### src/rtl/sobel_pkg.sv
// sobel_pkg: types and frame-size defaults shared across the Sobel pipeline stages.
package sobel_pkg;
  typedef enum logic [1:0] {IDLE, READ, DRAIN, DONE} rd_state_e;
  localparam int PIX_W = 8;
  localparam int MAX_ROW_DEF = 540;
  localparam int MAX_COL_DEF = 540;
  localparam int ADDR_W_DEF = 19;
  localparam int RD_LAT_DEF = 1;
endpackage

### src/rtl/sobel_frame_reader_if.sv
// sobel_frame_reader_if: controller, frame-memory and pixel-stream signals of the frame reader.
interface sobel_frame_reader_if #(parameter int ADDR_W = sobel_pkg::ADDR_W_DEF);
  logic START_I;
  logic HOLD_I;
  logic [ADDR_W-1:0] MEM_ADDR_O;
  logic MEM_RD_EN_O;
  logic [sobel_pkg::PIX_W-1:0] MEM_DATA_I;
  logic [sobel_pkg::PIX_W-1:0] DATA_O;
  logic DATA_EN_O;
  logic LAST_O;
  logic BUSY_O;
  logic DONE_O;
  modport master (
    input START_I, HOLD_I, MEM_DATA_I,
    output MEM_ADDR_O, MEM_RD_EN_O, DATA_O, DATA_EN_O, LAST_O, BUSY_O, DONE_O
  );
  modport slave (
    output START_I, HOLD_I, MEM_DATA_I,
    input MEM_ADDR_O, MEM_RD_EN_O, DATA_O, DATA_EN_O, LAST_O, BUSY_O, DONE_O
  );
endinterface

### src/rtl/sobel_frame_reader_valid_pipe.sv
// rd_valid_pipe: RD_LAT-deep {valid,last} shift register tracking reads in flight to the memory.
module rd_valid_pipe #(
  parameter int RD_LAT = 1
) (
  input  logic clk,
  input  logic rst_n,
  input  logic in_v,
  input  logic in_l,
  output logic out_v,
  output logic out_l
);
  logic [RD_LAT-1:0] v, l;
  always_ff @(posedge clk or negedge rst_n) begin
    if (!rst_n) begin
      v <= '0;
      l <= '0;
    end else begin
      v <= RD_LAT'({v, in_v});
      l <= RD_LAT'({l, in_l});
    end
  end
  assign out_v = v[RD_LAT-1];
  assign out_l = l[RD_LAT-1];
endmodule

### src/rtl/sobel_frame_reader.sv
// sobel_frame_reader: streams one frame from memory in raster order, absorbing a fixed read latency.
module sobel_frame_reader
  import sobel_pkg::*;
#(
  parameter int MAX_ROW = MAX_ROW_DEF,
  parameter int MAX_COL = MAX_COL_DEF,
  parameter int ADDR_W  = ADDR_W_DEF,
  parameter int RD_LAT  = RD_LAT_DEF
) (
  input  logic CLK,
  input  logic RST_N,
  sobel_frame_reader_if.master bus
);
  localparam logic [ADDR_W-1:0] LAST_ADDR = ADDR_W'(MAX_ROW * MAX_COL - 1);
  rd_state_e state, nxt;
  logic [ADDR_W-1:0] addr;
  logic rd_en, last_rd, tail_v, tail_l;
  assign rd_en = (state == READ) & ~bus.HOLD_I;
  assign last_rd = rd_en & (addr == LAST_ADDR);
  assign bus.MEM_RD_EN_O = rd_en;
  assign bus.MEM_ADDR_O = addr;
  // DRAIN ends on the edge after the LAST_O beat, so the pipeline is empty by then
  always_comb begin
    nxt = state == IDLE  ? (bus.START_I ? READ : IDLE) :
          state == READ  ? (last_rd ? DRAIN : READ) :
          state == DRAIN ? (bus.LAST_O ? DONE : DRAIN) : IDLE;
  end
  always_ff @(posedge CLK or negedge RST_N) begin
    if (!RST_N) begin
      state <= IDLE;
      addr <= '0;
      bus.DATA_O <= '0;
      bus.DATA_EN_O <= 1'b0;
      bus.LAST_O <= 1'b0;
      bus.BUSY_O <= 1'b0;
      bus.DONE_O <= 1'b0;
    end else begin
      state <= nxt;
      addr <= state == IDLE ? '0 : rd_en ? addr + 1'b1 : addr;
      bus.DATA_O <= tail_v ? bus.MEM_DATA_I : bus.DATA_O;
      bus.DATA_EN_O <= tail_v;
      bus.LAST_O <= tail_v & tail_l;
      bus.BUSY_O <= nxt != IDLE;
      bus.DONE_O <= nxt == DONE;
    end
  end
  rd_valid_pipe #(.RD_LAT(RD_LAT)) u_pipe (
    .clk(CLK),
    .rst_n(RST_N),
    .in_v(rd_en),
    .in_l(last_rd),
    .out_v(tail_v),
    .out_l(tail_l)
  );
endmodule
### src/flat_wrapper.sv
// flat-port wrapper written by rule: the top's interface ports become plain ports
module sobel_frame_reader_flat import sobel_pkg::*;
#(
  parameter int MAX_ROW = MAX_ROW_DEF,
  parameter int MAX_COL = MAX_COL_DEF,
  parameter int ADDR_W  = ADDR_W_DEF,
  parameter int RD_LAT  = RD_LAT_DEF
)
  (CLK, RST_N, bus_START_I, bus_HOLD_I, bus_MEM_DATA_I, bus_MEM_ADDR_O, bus_MEM_RD_EN_O, bus_DATA_O, bus_DATA_EN_O, bus_LAST_O, bus_BUSY_O, bus_DONE_O);
  sobel_frame_reader_if #(.ADDR_W(ADDR_W)) bus_i ();
  input  logic CLK;
  input  logic RST_N;
  input wire logic [$bits(bus_i.START_I)-1:0] bus_START_I;
  input wire logic [$bits(bus_i.HOLD_I)-1:0] bus_HOLD_I;
  input wire logic [$bits(bus_i.MEM_DATA_I)-1:0] bus_MEM_DATA_I;
  output wire logic [$bits(bus_i.MEM_ADDR_O)-1:0] bus_MEM_ADDR_O;
  output wire logic [$bits(bus_i.MEM_RD_EN_O)-1:0] bus_MEM_RD_EN_O;
  output wire logic [$bits(bus_i.DATA_O)-1:0] bus_DATA_O;
  output wire logic [$bits(bus_i.DATA_EN_O)-1:0] bus_DATA_EN_O;
  output wire logic [$bits(bus_i.LAST_O)-1:0] bus_LAST_O;
  output wire logic [$bits(bus_i.BUSY_O)-1:0] bus_BUSY_O;
  output wire logic [$bits(bus_i.DONE_O)-1:0] bus_DONE_O;
  assign bus_i.START_I = bus_START_I;
  assign bus_i.HOLD_I = bus_HOLD_I;
  assign bus_i.MEM_DATA_I = bus_MEM_DATA_I;
  assign bus_MEM_ADDR_O = bus_i.MEM_ADDR_O;
  assign bus_MEM_RD_EN_O = bus_i.MEM_RD_EN_O;
  assign bus_DATA_O = bus_i.DATA_O;
  assign bus_DATA_EN_O = bus_i.DATA_EN_O;
  assign bus_LAST_O = bus_i.LAST_O;
  assign bus_BUSY_O = bus_i.BUSY_O;
  assign bus_DONE_O = bus_i.DONE_O;
  sobel_frame_reader #(.MAX_ROW(MAX_ROW), .MAX_COL(MAX_COL), .ADDR_W(ADDR_W), .RD_LAT(RD_LAT)) u_core (.CLK(CLK), .RST_N(RST_N), .bus(bus_i));
endmodule
### config.mk
export PLATFORM = sky130hd
export DESIGN_NAME = sobel_frame_reader_flat
export DESIGN_NICKNAME = d
export VERILOG_FILES = /design/src/rtl/sobel_pkg.sv /design/src/rtl/sobel_frame_reader_if.sv /design/src/rtl/sobel_frame_reader_valid_pipe.sv /design/src/rtl/sobel_frame_reader.sv /design/src/flat_wrapper.sv
export SDC_FILE = /design/constraint.sdc
export NUM_CORES = 1
export LEC_CHECK = 0
export CAP_MARGIN = 40
export CORE_ASPECT_RATIO = 1.25
export CORE_MARGIN = 4
export CORE_UTILIZATION = 42
export CTS_CLUSTER_SIZE = 40
export DETAILED_ROUTE_END_ITERATION = 7
export PLACE_DENSITY = 0.76
export RECOVER_POWER = 100
export SLEW_MARGIN = 10
export SYNTH_ARGS = -nofsm -noshare
export SYNTH_HDL_FRONTEND = slang
export SYNTH_HIERARCHICAL = 1
export SYNTH_SLANG_ARGS = --single-unit
### constraint.sdc
create_clock -name CLK -period 1.73 [get_ports CLK]
set_input_delay 0.2595 -clock CLK [delete_from_list [all_inputs] [get_ports CLK]]
set_output_delay 0.2595 -clock CLK [all_outputs]
set_load 0.01 [all_outputs]
---- Yosys cells after proc, flatten, opt, wreduce, memory -nomap -nowiden ----
Index checks and enable logic that the tools add are counted.
cells by class
  bitwise operators ....................... 4
  equal/unequal tests ..................... 4
  reductions and logical operators ........ 3
  $add $sub $neg .......................... 1
  muxes and demuxes ....................... 8
operators by type and width
  operator                                       count
  2-to-1 mux 19 bit                              2
  adder 19 x 1 -> 19 bit, second input constant  1
  == test 19 bit, second input constant          1
  2-to-1 mux 2 bit                               4
  == test 2 bit, second input constant           2
  nonzero test 2 bit                             2
  bitwise AND 1 bit                              3
  == test 2 x 1 -> 1 bit, second input constant  1
  zero test 2 bit                                1
  2-to-1 mux 1 bit                               2
  NOT 1 bit                                      1
word-level totals
  bits of input ports ..................... 12
  output and inout bits ................... 32
  flip-flop bits (word level) ............. 35
  logic and storage cells ................. 29

---- Logic depth before layout (Yosys ltp) ----
  word-level depth ........................ 7
  gate-level depth with buffers ........... 7

---- Hierarchy ----
The synthesis kept the hierarchy.
modules (own cells, without submodules)
  module              instances  sequential area each (µm²)  area an instance (µm²)  cells an instance
  sobel_frame_reader  1          825.8                       1536.5                  144
  rd_valid_pipe       1          50.0                        50.0                    2

---- Worst setup path before layout ----
OpenSTA, ideal clock, no wires.
  path kind ............................... register to register
  start ................................... register u_core.state[1]
  end ..................................... register u_core.addr[10], in the netlist u_core/bus.MEM_ADDR_O[10]
  data arrival time ....................... 1492 ps
  period minus slack after synthesis ...... 1631 ps
  path slack .............................. 99 ps
  stages on the path, launching flop included .. 7
  buffers on the path ..................... 1
  path through ............................ dfrtp_1 > or3b_1 > buf_6 > clkinv_8 > nand2_2 > o311ai_0 > o41ai_1
on the way
  word-level cells in the longest chain between the ends .. 3
RTL lines
  element                       RTL line                  source
  from (decl)                   sobel_frame_reader.sv:15  rd_state_e state, nxt;
  from (signal assigned)        sobel_frame_reader.sv:38  state <= nxt;
  == test 2 x 1 -> 1 bit        sobel_frame_reader.sv:18  assign rd_en = (state == READ) & ~bus.HOLD_I;
  bitwise AND 1 bit             sobel_frame_reader.sv:18
  nonzero test 2 bit (no line)  --
  to (signal assigned)          sobel_frame_reader.sv:39  addr <= state == IDLE ? '0 : rd_en ? addr + 1'b1 : addr;
  to (decl)                     sobel_frame_reader.sv:16  logic [ADDR_W-1:0] addr;
Parallel ways exist; a longest one is shown, timed or not.
A chain may end at the register's enable or synchronous reset.

---- Final worst setup path ----
  start ................................... input bus_HOLD_I
  end ..................................... output bus_MEM_RD_EN_O
on the way
  word-level cells in the longest chain between the ends .. 2
RTL lines
  element            RTL line                  source
  from (decl)        flat_wrapper.sv:14        input wire logic [$bits(bus_i.HOLD_I)-1:0] bus_HOLD_I;
  NOT 1 bit          sobel_frame_reader.sv:18
  bitwise AND 1 bit  sobel_frame_reader.sv:18
  to (decl)          flat_wrapper.sv:17        output wire logic [$bits(bus_i.MEM_RD_EN_O)-1:0] bus_MEM_RD_EN_O;
No other way between the ends.

==> metrics.md <==
| Metric | Value |
|---|---|
| Run status | `finished clean` |
| Design internal power | `0.001661 W` |
| Cell depth of the worst min-delay path | `1` |
| CP cell instances | `clkdlybuf4s50_1 > or3b_4 > clkinv_8 > clkdlybuf4s15_1` |
| Critical path data arrival time | `1400 ps` |
| Ports placed on the boundary | `44` |
| Number of global-route vias before repair | `1404` |
| Origin of the worst min-delay path | `u_core/u_pipe/out_l` |
| Post-Place Setup Slack | `-344.4 ps` |
| Number of flip-flops and latches in the synthesized netlist | `35` |
| Residual overflow from global routing | `0` |
| Flop2flop setup slack | `90 ps` |
| Routed len/inst | `around 16 microns` |
| Total power per unit cell area | `952.1 mW/mm^2` |
| Total number of placement rows | `24` |
| Gate Count Post-Synth | `146` |
| H-tree levels | `2` |
| Area of the mapped netlist | `0.001587 sq mm` |
| Horiz. Die Dim | `62.97 microns` |
| Critical setup path kind | `input pin to output pin` |
| Combinational fraction of design power | `0.169` |
| Top cell type by total area after synthesis | `dfrtp_1` |
| Iteration-0 DRC count of the detailed router | `42` |
| Leading cell type in the layout, fill and taps excluded | `dfrtp_1` |
| First-pass GRT wire length | `6568 microns` |
| # Post-CTS Setup Buffers | `0` |
| Ratio of cells with drive above 1 in the final layout | `0.1756` |
| Most used cells in the layout excluding fill and tap cells | `dfrtp_1 (35), dlygate4sd3_1 (28), o21ai_0 (15)` |
| Routability Congestion | `0.8673` |
| Post-DP HPWL | `2826 microns` |
| Total clock sinks | `35` |
| Initial core utilization | `0.4440` |
| Slowest stage cell on the critical path | `or3b_4` |
| Antenna diode count | `0` |
| Synthesis Warnings | `6` |
| Mean Syn Cell Area | `10.87 sq um` |
| Worst reg2reg path endpoint | `u_core/bus.MEM_ADDR_O[10]` |
| Count of final hold-check violations | `0` |
| Switching portion of total power | `0.2356` |
| Clock share of power | `0.396` |
| Sw Pwr | `0.0005120 W` |
| Post-synthesis cell type count | `34` |
| Transition time at the pin with the least slew margin | `843.1 ps` |
| Post-layout net count | `217` |
| Routed vias | `approximately 1.4k` |
| Maximum achievable frequency | `~600 MHz` |
| Reg clk slew, reported paths | `70 ps` |
| Critical path's largest stage delay | `440 ps` |
| Min Clock Period, post-route | `about 1700 ps` |
| Post-Synthesis Net Count | `159` |
| Depth of the worst register-to-register path | `6` |
| DRC violations left | `0` |
| Share of the core filled with cells in the final layout | `0.6387` |
| Number of port buffers | `43` |
| Worst Hold End | `u_core/bus.LAST_O` |
| Origin of the critical flop-to-flop path | `u_core/state[1]` |
| CTS buffer count | `5` |
| Top cells by area in the synthesized netlist | `dfrtp_1 (55%), mux2_2 (5.7%), o21ai_0 (4.7%)` |
| Post-route setup TNS | `0 ps` |
| Clock tree from TritonCTS | `done` |
| Post-synthesis to final-layout area growth | `43.85%` |
| Least setup slack across all paths after layout | `73.79 ps` |
| Overall die area | `about 0.0048 sq mm` |
| VDD IR max | `between 0.4 and 0.5 mV` |
| First drt pass iteration count | `4` |
| Count of flip-flops with a built-in enable after synthesis | `0` |
| Req. time, crit path | `1470 ps` |
| Critical path startpoint category | `input pin` |
| Share of the cycle needed by the critical path after routing | `0.9573` |
| Class of the tightest hold or removal check | `register to register` |
| Vias per cell | `5.590` |
| Post-synth ARST share | `1.000` |
| Biggest fanout along the worst timing path | `4` |
| Number of antenna violations at the first check in global routing | `0` |
| Final setup fails | `0` |
| Count of max-cap constraint violations | `0` |
| Max transition margin | `0.4379` |
| Later-pin clock latency in the skew report | `between 200 and 300 ps` |
| Die Span Y | `between 70 and 80 microns` |
| Maximum number of pins on one net before global-route repair | `36` |
| Static Leakage | `1.095 nW` |
| Slew Viols, Final | `0` |
| Part of the Yosys area used for sequential elements | `0.5521` |
| Total routing resource utilization after global routing | `0.1706` |
| Sequential fraction of design power | `0.436` |
| Setup repair after global routing missed its margin | `no` |
| Fraction of synthesized cell area taken by the top area cell type | `0.5521` |
| Standard cell core area | `0.003573 sq mm` |
| Overall routed net length | `3944 microns` |
| Maximum count of clock buffers along a single path | `2` |
| Main flop type after synthesis | `dfrtp_1` |
| Number of nets with antenna violations after routing | `0` |
| Worst clock skew on the final layout | `~9.3 ps` |
| Kind of end point of the critical path | `output pin` |
| Cell at the root of the clock tree | `clkbuf_8` |
==> layer usage <==
metal	share of wire	track usage
met1	0.40	0.1968
met2	0.53	0.2988
met3	0.062	0.04386
met4	0.011	0.06623
met5	0	0
==> how the worst max path moves through the flow <==
stage / start / to
floorplan: u_core/state[1] / u_core/bus.MEM_ADDR_O[10]
global placement: bus_HOLD_I / bus_MEM_RD_EN_O
detailed placement: bus_HOLD_I / u_core/bus.MEM_ADDR_O[10]
CTS: u_core/state[1] / u_core/bus.MEM_ADDR_O[14]
global route: u_core/state[1] / u_core/bus.MEM_ADDR_O[10]
finish: bus_HOLD_I / bus_MEM_RD_EN_O
==> final cells by class <==
type	instances	area, sq um
fillers	319	1291
flip-flops and latches	35	875.8
multi-input cells	101	670.6
repair buffers	58	530.5
clock buffers	6	72.57
clock inverters	2	60.06
well taps	39	48.80
inverters	3	23.77
==> power by group through the flow <==
stage / combinational [W] / clock [W] / sequential [W]
floorplan: 0.000113 / 0 / 0.000992
global route: 0.000405 / 0.000925 / 0.000959
CTS: 0.000395 / 0.000879 / 0.000950
global placement: 0.000383 / 0 / 0.000958
finish: 0.000367 / 0.000860 / 0.000947
detailed placement: 0.000393 / 0 / 0.000963
==> worst max-delay path: cells and delay by family <==
kind                   cells  cell delay (ps)
buffers and inverters      3              700
and+or+nand+nor            1              440
==> state kept, by name, indices dropped and copies added (netlist names) <==
name,cells
u_core/bus.MEM_ADDR_O,19
u_core/bus.DATA_O,8
u_core/state,2
u_core/bus.BUSY_O,1
u_core/bus.DATA_EN_O,1
u_core/bus.DONE_O,1
u_core/bus.LAST_O,1
u_core/u_pipe/out_l,1
u_core/u_pipe/out_v,1
==> stage by stage <==
stage	power (W)	cells	instance area, sq um	hold WS (ps)
finish	0.002173	244	2282	478.8
global route	0.002289	244	2282	512.1
CTS	0.002224	244	2275	391.7
detailed placement	0.001356	236	2141	435.8
global placement	0.001341	236	2141	436.0
floorplan	0.001104	146	1587	-36.09
==> what timing repair did <==
action,4_1_cts,5_1_grt
hold buffers,0,0
pin swaps,0,2
hold endpoints to repair,0,0
endpoints found under the setup margin,4,6
resized for setup,3,6
==> kinds of logic (layout without fill, tap and decap cells) <==
kind of cell             after synthesis  after routing  share of synthesized area
AND/OR/NAND/NOR                       60             60                     0.2145
XOR/XNOR                               1              1                   0.005522
buffers and inverters                 10             69                    0.03864
adder cells (fa/ha/maj)                1              1                   0.007885
AO/OA/AOI/OAI                         25             25                    0.08675
flip-flops                            35             35                     0.5521
multiplexers                          14             14                    0.09464
==> synth_stat cells, types with 4 or more instances <==
master / number
dfrtp_1: 35
and4_1: 5
nand4_1: 4
a21oi_1: 5
and3_1: 5
nand3_1: 12
nor2_1: 9
nand2_1: 14
mux2i_1: 6
mux2_2: 8
o21ai_0: 15
Note: power is estimated with default switching activity, not from simulation.
==> RTL edit 1, RTL diff (same settings) <==
Set the package constant `ADDR_W_DEF` to 17 (it was 19).
--- a/src/rtl/sobel_pkg.sv
+++ b/src/rtl/sobel_pkg.sv
@@ -4,7 +4,7 @@
   localparam int PIX_W = 8;
   localparam int MAX_ROW_DEF = 540;
   localparam int MAX_COL_DEF = 540;
-  localparam int ADDR_W_DEF = 19;
+  localparam int ADDR_W_DEF = 17;
   localparam int RD_LAT_DEF = 1;
 endpackage
 
Ports: changed (resized bus_MEM_ADDR_O); port bits go from 44 to 42. The function was not compared with the original's and may differ.
==> RTL edit 1 against the unedited design <==
Cell area decreased by 4.1%. Highest routed layer unchanged. Largest power group unchanged. Area after synthesis down 8.3%. Critical path type is now reg2out. Synthesized cell count is 10% lower. Critical path depth down 1. Routed wire length is 14% lower. Worst setup slack got worse by 0.022 ns. Sequential cell count fell by 2. Count of clock-buffer cells in the layout grew 1. First-iteration DRC count shrank 43%. Power down 3.8%. Critical endpoint unchanged. Clock skew shrank 0.0045 ns. Sequential share of layout area shrank 0.64 points. Combinational power rose by 25%.
==> RTL edit 1: results (changes against the unedited design) <==
| Metric | Value |
|---|---|
| CP delay by family, top | simple AND/OR/NAND/NOR gates (was buffers and inverters) |
| Max Clock Skew | 0.00476 ns (was 0.00926 ns) |
| First-pass GRT wire length | 5400 microns (was 6570 microns) |
| Metal-1 WL | 1420 microns (was 1570 microns) |
| Comb pwr share | 22.0% (was 16.9%) |
| Met1 global-route usage | 19.3% (was 19.7%) |
| Buffers outside the clock class | 61 (was 58) |
| Worst EP arrival | 1.42 ns (was 1.40 ns) |
| Syn_nets | 144 (was 159) |
| #MultiIn Comb | 92 (was 101) |
| Via-to-Cell Ratio | 5.32 (was 5.59) |
| Final hold slack | 0.451 ns (was 0.479 ns) |
| Synth Area in XOR/XNOR | 2.41% (was 0.552%) |
| FF+latch count | 33 (was 35) |
| Post-Place Worst Slack | -0.231 ns (was -0.344 ns) |
| Pint | 0.00156 W (was 0.00166 W) |
| Register Area | 826 sq um (was 876 sq um) |
| Final std cells w/o fill | 234 (was 244) |
| PostCTS Resize Cnt | 1 (was 3) |
| Synth Area in Adders | 0.860% (was 0.789%) |
| Syn avg cell area | 11.1 sq um (was 10.9 sq um) |
| Port buffer count | 41 (was 43) |
| CP startpoint | u_core/state[1] (was bus_HOLD_I) |
| Combinational power | 0.000460 W (was 0.000367 W) |
| Gr usage total | 16.5% (was 17.1%) |
| Clock buf/inv share | 5.32% (was 5.81%) |
| Layout non-clock buf frac | 25.3% (was 23.2%) |
| Post-Syn Area | 1460 sq um (was 1590 sq um) |
| Detailed Place HPWL | 2480 microns (was 2830 microns) |
| R2R Path End | u_core/bus.MEM_ADDR_O[14] (was u_core/bus.MEM_ADDR_O[10]) |
| Drt wl/cell | 14.6 microns (was 16.2 microns) |
| Fillers | 261 (was 319) |
| Routing usage on met2 | 27.0% (was 29.9%) |
| Status | complete, no violations (unchanged) |
| Slew margin rel. | 48.0% (was 43.8%) |
| Synth cell count leaders | 33 x dfrtp_1, 19 x nand2_1, 11 x nor2_1, 10 x nand3_1, 8 x mux2_2 (was 35 x dfrtp_1, 15 x o21ai_0, 14 x nand2_1, 12 x nand3_1, 9 x nor2_1) |
| Peak VDD IR | 892 uV (was 497 uV) |
| Max reg flops | 17 (was 19) |
| Routed wl met2 | 1630 microns (was 2090 microns) |
| CP max FO | 5 (was 4) |
| Layout cell share with drive strength beyond 1 | 23.4% (was 17.6%) |
| Number of global-route vias before repair | 1228 (was 1404) |
| Initial DRC count | 24 (was 42) |
| Seq area share | 37.7% (was 38.4%) |
| Grt met3 use | 5.80% (was 4.39%) |
| Sequential share of power | 42.7% (was 43.6%) |
==> RTL edit 1: cell count changes in the layout (fill, tap and decap cells not counted), moves of 3 or more <==
cell | unedited run | this run
o21ai_0 | 15 | 4
clkdlybuf4s50_1 | 14 | 39
nand2_1 | 14 | 19
nand3_1 | 12 | 9
and3_1 | 5 | 0
buf_4 | 9 | 18
dlygate4sd3_1 | 28 | 1
and4_1 | 5 | 1
==> RTL edit 1: cells by family (layout without fill, tap and decap cells) <==
| family | count (synthesis) | count (layout) |
|---|---|---|
| AND/OR/NAND/NOR | 60 | 60 |
| AO/OA/AOI/OAI | 12 | 12 |
| XOR/XNOR | 4 | 4 |
| adder cells (fa/ha/maj) | 1 | 1 |
| buffers and inverters | 6 | 72 |
| multiplexers | 15 | 15 |
| flip-flops | 33 | 33 |
==> RTL edit 1: worst reg2reg max path, cell delays in order (launching register included) <==
cell	delay, ns
dfrtp_1	0.38
or3b_4	0.45
nor4_2	0.28
buf_4	0.16
nand3_1	0.10
o31ai_2	0.19
==> RTL edit 2, RTL diff (same settings) <==
Made on the original files. `addr` no longer has a reset.
--- a/src/rtl/sobel_frame_reader.sv
+++ b/src/rtl/sobel_frame_reader.sv
@@ -28,7 +28,6 @@
   always_ff @(posedge CLK or negedge RST_N) begin
     if (!RST_N) begin
       state <= IDLE;
-      addr <= '0;
       bus.DATA_O <= '0;
       bus.DATA_EN_O <= 1'b0;
       bus.LAST_O <= 1'b0;
@@ -36,13 +35,16 @@
       bus.DONE_O <= 1'b0;
     end else begin
       state <= nxt;
-      addr <= state == IDLE ? '0 : rd_en ? addr + 1'b1 : addr;
       bus.DATA_O <= tail_v ? bus.MEM_DATA_I : bus.DATA_O;
       bus.DATA_EN_O <= tail_v;
       bus.LAST_O <= tail_v & tail_l;
       bus.BUSY_O <= nxt != IDLE;
       bus.DONE_O <= nxt == DONE;
     end
+  end
+
+  always_ff @(posedge CLK) begin
+    addr <= state == IDLE ? '0 : rd_en ? addr + 1'b1 : addr;
   end
   rd_valid_pipe #(.RD_LAT(RD_LAT)) u_pipe (
     .clk(CLK),
Check against the original RTL: differs if RST_N is asserted again (counterexample within 4 cycles, from zero or initial values and one cycle with RST_N low); with RST_N held inactive, the same outputs for 10 cycles.
==> RTL edit 2 against the unedited design <==
The flow now finishes with violations (negative setup slack). Routed wire length is 2.3% lower. Worst setup slack worse by 0.26 ns. Cell area decreased by 3.9%. Sequential cell count unchanged. Power grew 0.57%. Global-route usage up 1.9 points. Area after synthesis down 10%. Combinational power rose by 72%. Largest cell class unchanged.
==> RTL edit 2: results (changes against the unedited design) <==
| Metric | Value |
|---|---|
| Register area share after synthesis | 54.7% (was 55.2%) |
| Worst EP arrival | 2.13 ns (was 1.40 ns) |
| Gate Count Post-Synth | 140 (was 146) |
| Metal-1 WL | 1440 microns (was 1570 microns) |
| Synth cell count leaders | 20 x nor2_1, 19 x dfxtp_1, 16 x dfrtp_1, 11 x xnor2_1, 8 x mux2_2 (was 35 x dfrtp_1, 15 x o21ai_0, 14 x nand2_1, 12 x nand3_1, 9 x nor2_1) |
| Initial DRC count | 40 (was 42) |
| Mux cell area share after synthesis | 6.32% (was 9.46%) |
| Path depth of the worst reg2reg path | 4 (was 6) |
| Slowest-stage cell, CP | or4_4 (was or3b_4) |
| CP delay by family, top | simple AND/OR/NAND/NOR gates (was buffers and inverters) |
| Multi-input gate area | 676 sq um (was 671 sq um) |
| GPL Wtd Cong | 0.803 (was 0.867) |
| Clock Power Share | 25.6% (was 39.6%) |
| Setup ws final | -0.185 ns (was 0.0738 ns) |
| Gr usage total | 18.9% (was 17.1%) |
| Compound-gate portion of the synthesized area | 5.88% (was 8.68%) |
| Seq group | 0.000994 W (was 0.000947 W) |
| Synth async-reset ratio | 45.7% (was 100%) |
| Critical setup path kind | reg2reg (was in2out) |
| Final setup violation count | 8 (was 0) |
| Post-Place Worst Slack | -0.482 ns (was -0.344 ns) |
| Status | complete, but fails checks (was complete, no violations) |
| Clock buf/inv share | 3.82% (was 5.81%) |
| Peak VDD IR | 870 uV (was 497 uV) |
| Routed wl met2 | 2130 microns (was 2090 microns) |
| Routing usage on met2 | 34.9% (was 29.9%) |
| Final hold slack | 0.499 ns (was 0.479 ns) |
| Synth Area in XOR/XNOR | 7.37% (was 0.552%) |
| Fin nets | 222 (was 217) |
| Sw Pwr | 0.000639 W (was 0.000512 W) |
| Violated checks | negative setup slack |
| Cell count after placement | 237 (was 236) |
| Synth Area in Adders | 0.877% (was 0.789%) |
| CP endpoint | u_core/bus.MEM_ADDR_O[18] (was bus_MEM_RD_EN_O) |
| Detailed Place HPWL | 2830 microns (about the same) |
==> RTL edit 2: changes by cell type after synthesis, moves of 6 or more <==
| cell | delta |
|---|---|
| mux2i_1 | -6 |
| nand2_1 | -7 |
| nand3_1 | -8 |
| dfrtp_1 | -19 |
| dfxtp_1 | +19 |
| xnor2_1 | +10 |
| nor2_1 | +11 |
| o21ai_0 | -10 |
==> RTL edit 2: metrics by stage <==
step | instance area (sq um) | utilization [%]
finish | 2190 | 67.4
global route | 2190 | 67.4
CTS | 2160 | 66.5
detailed placement | 2040 | 62.9
global placement | 2040 | 62.9
floorplan | 1430 | -
==> RTL edit 2: cells by family after synthesis <==
kind of cell / count (synthesis)
adders and majority gates: 1
and+or+nand+nor: 61
AOI/OAI and AO/OA: 15
muxes: 8
xor gates and xnor gates: 12
DFF: 35
buffers and inverters: 8
==> RTL edit 2: repair_timing <==
item                                    in CTS  in global routing
setup buffers                                2                  0
pin swaps                                    2                  0
cloned                                       0                  0
resized for setup                            8                  7
endpoints found under the setup margin      10                 12
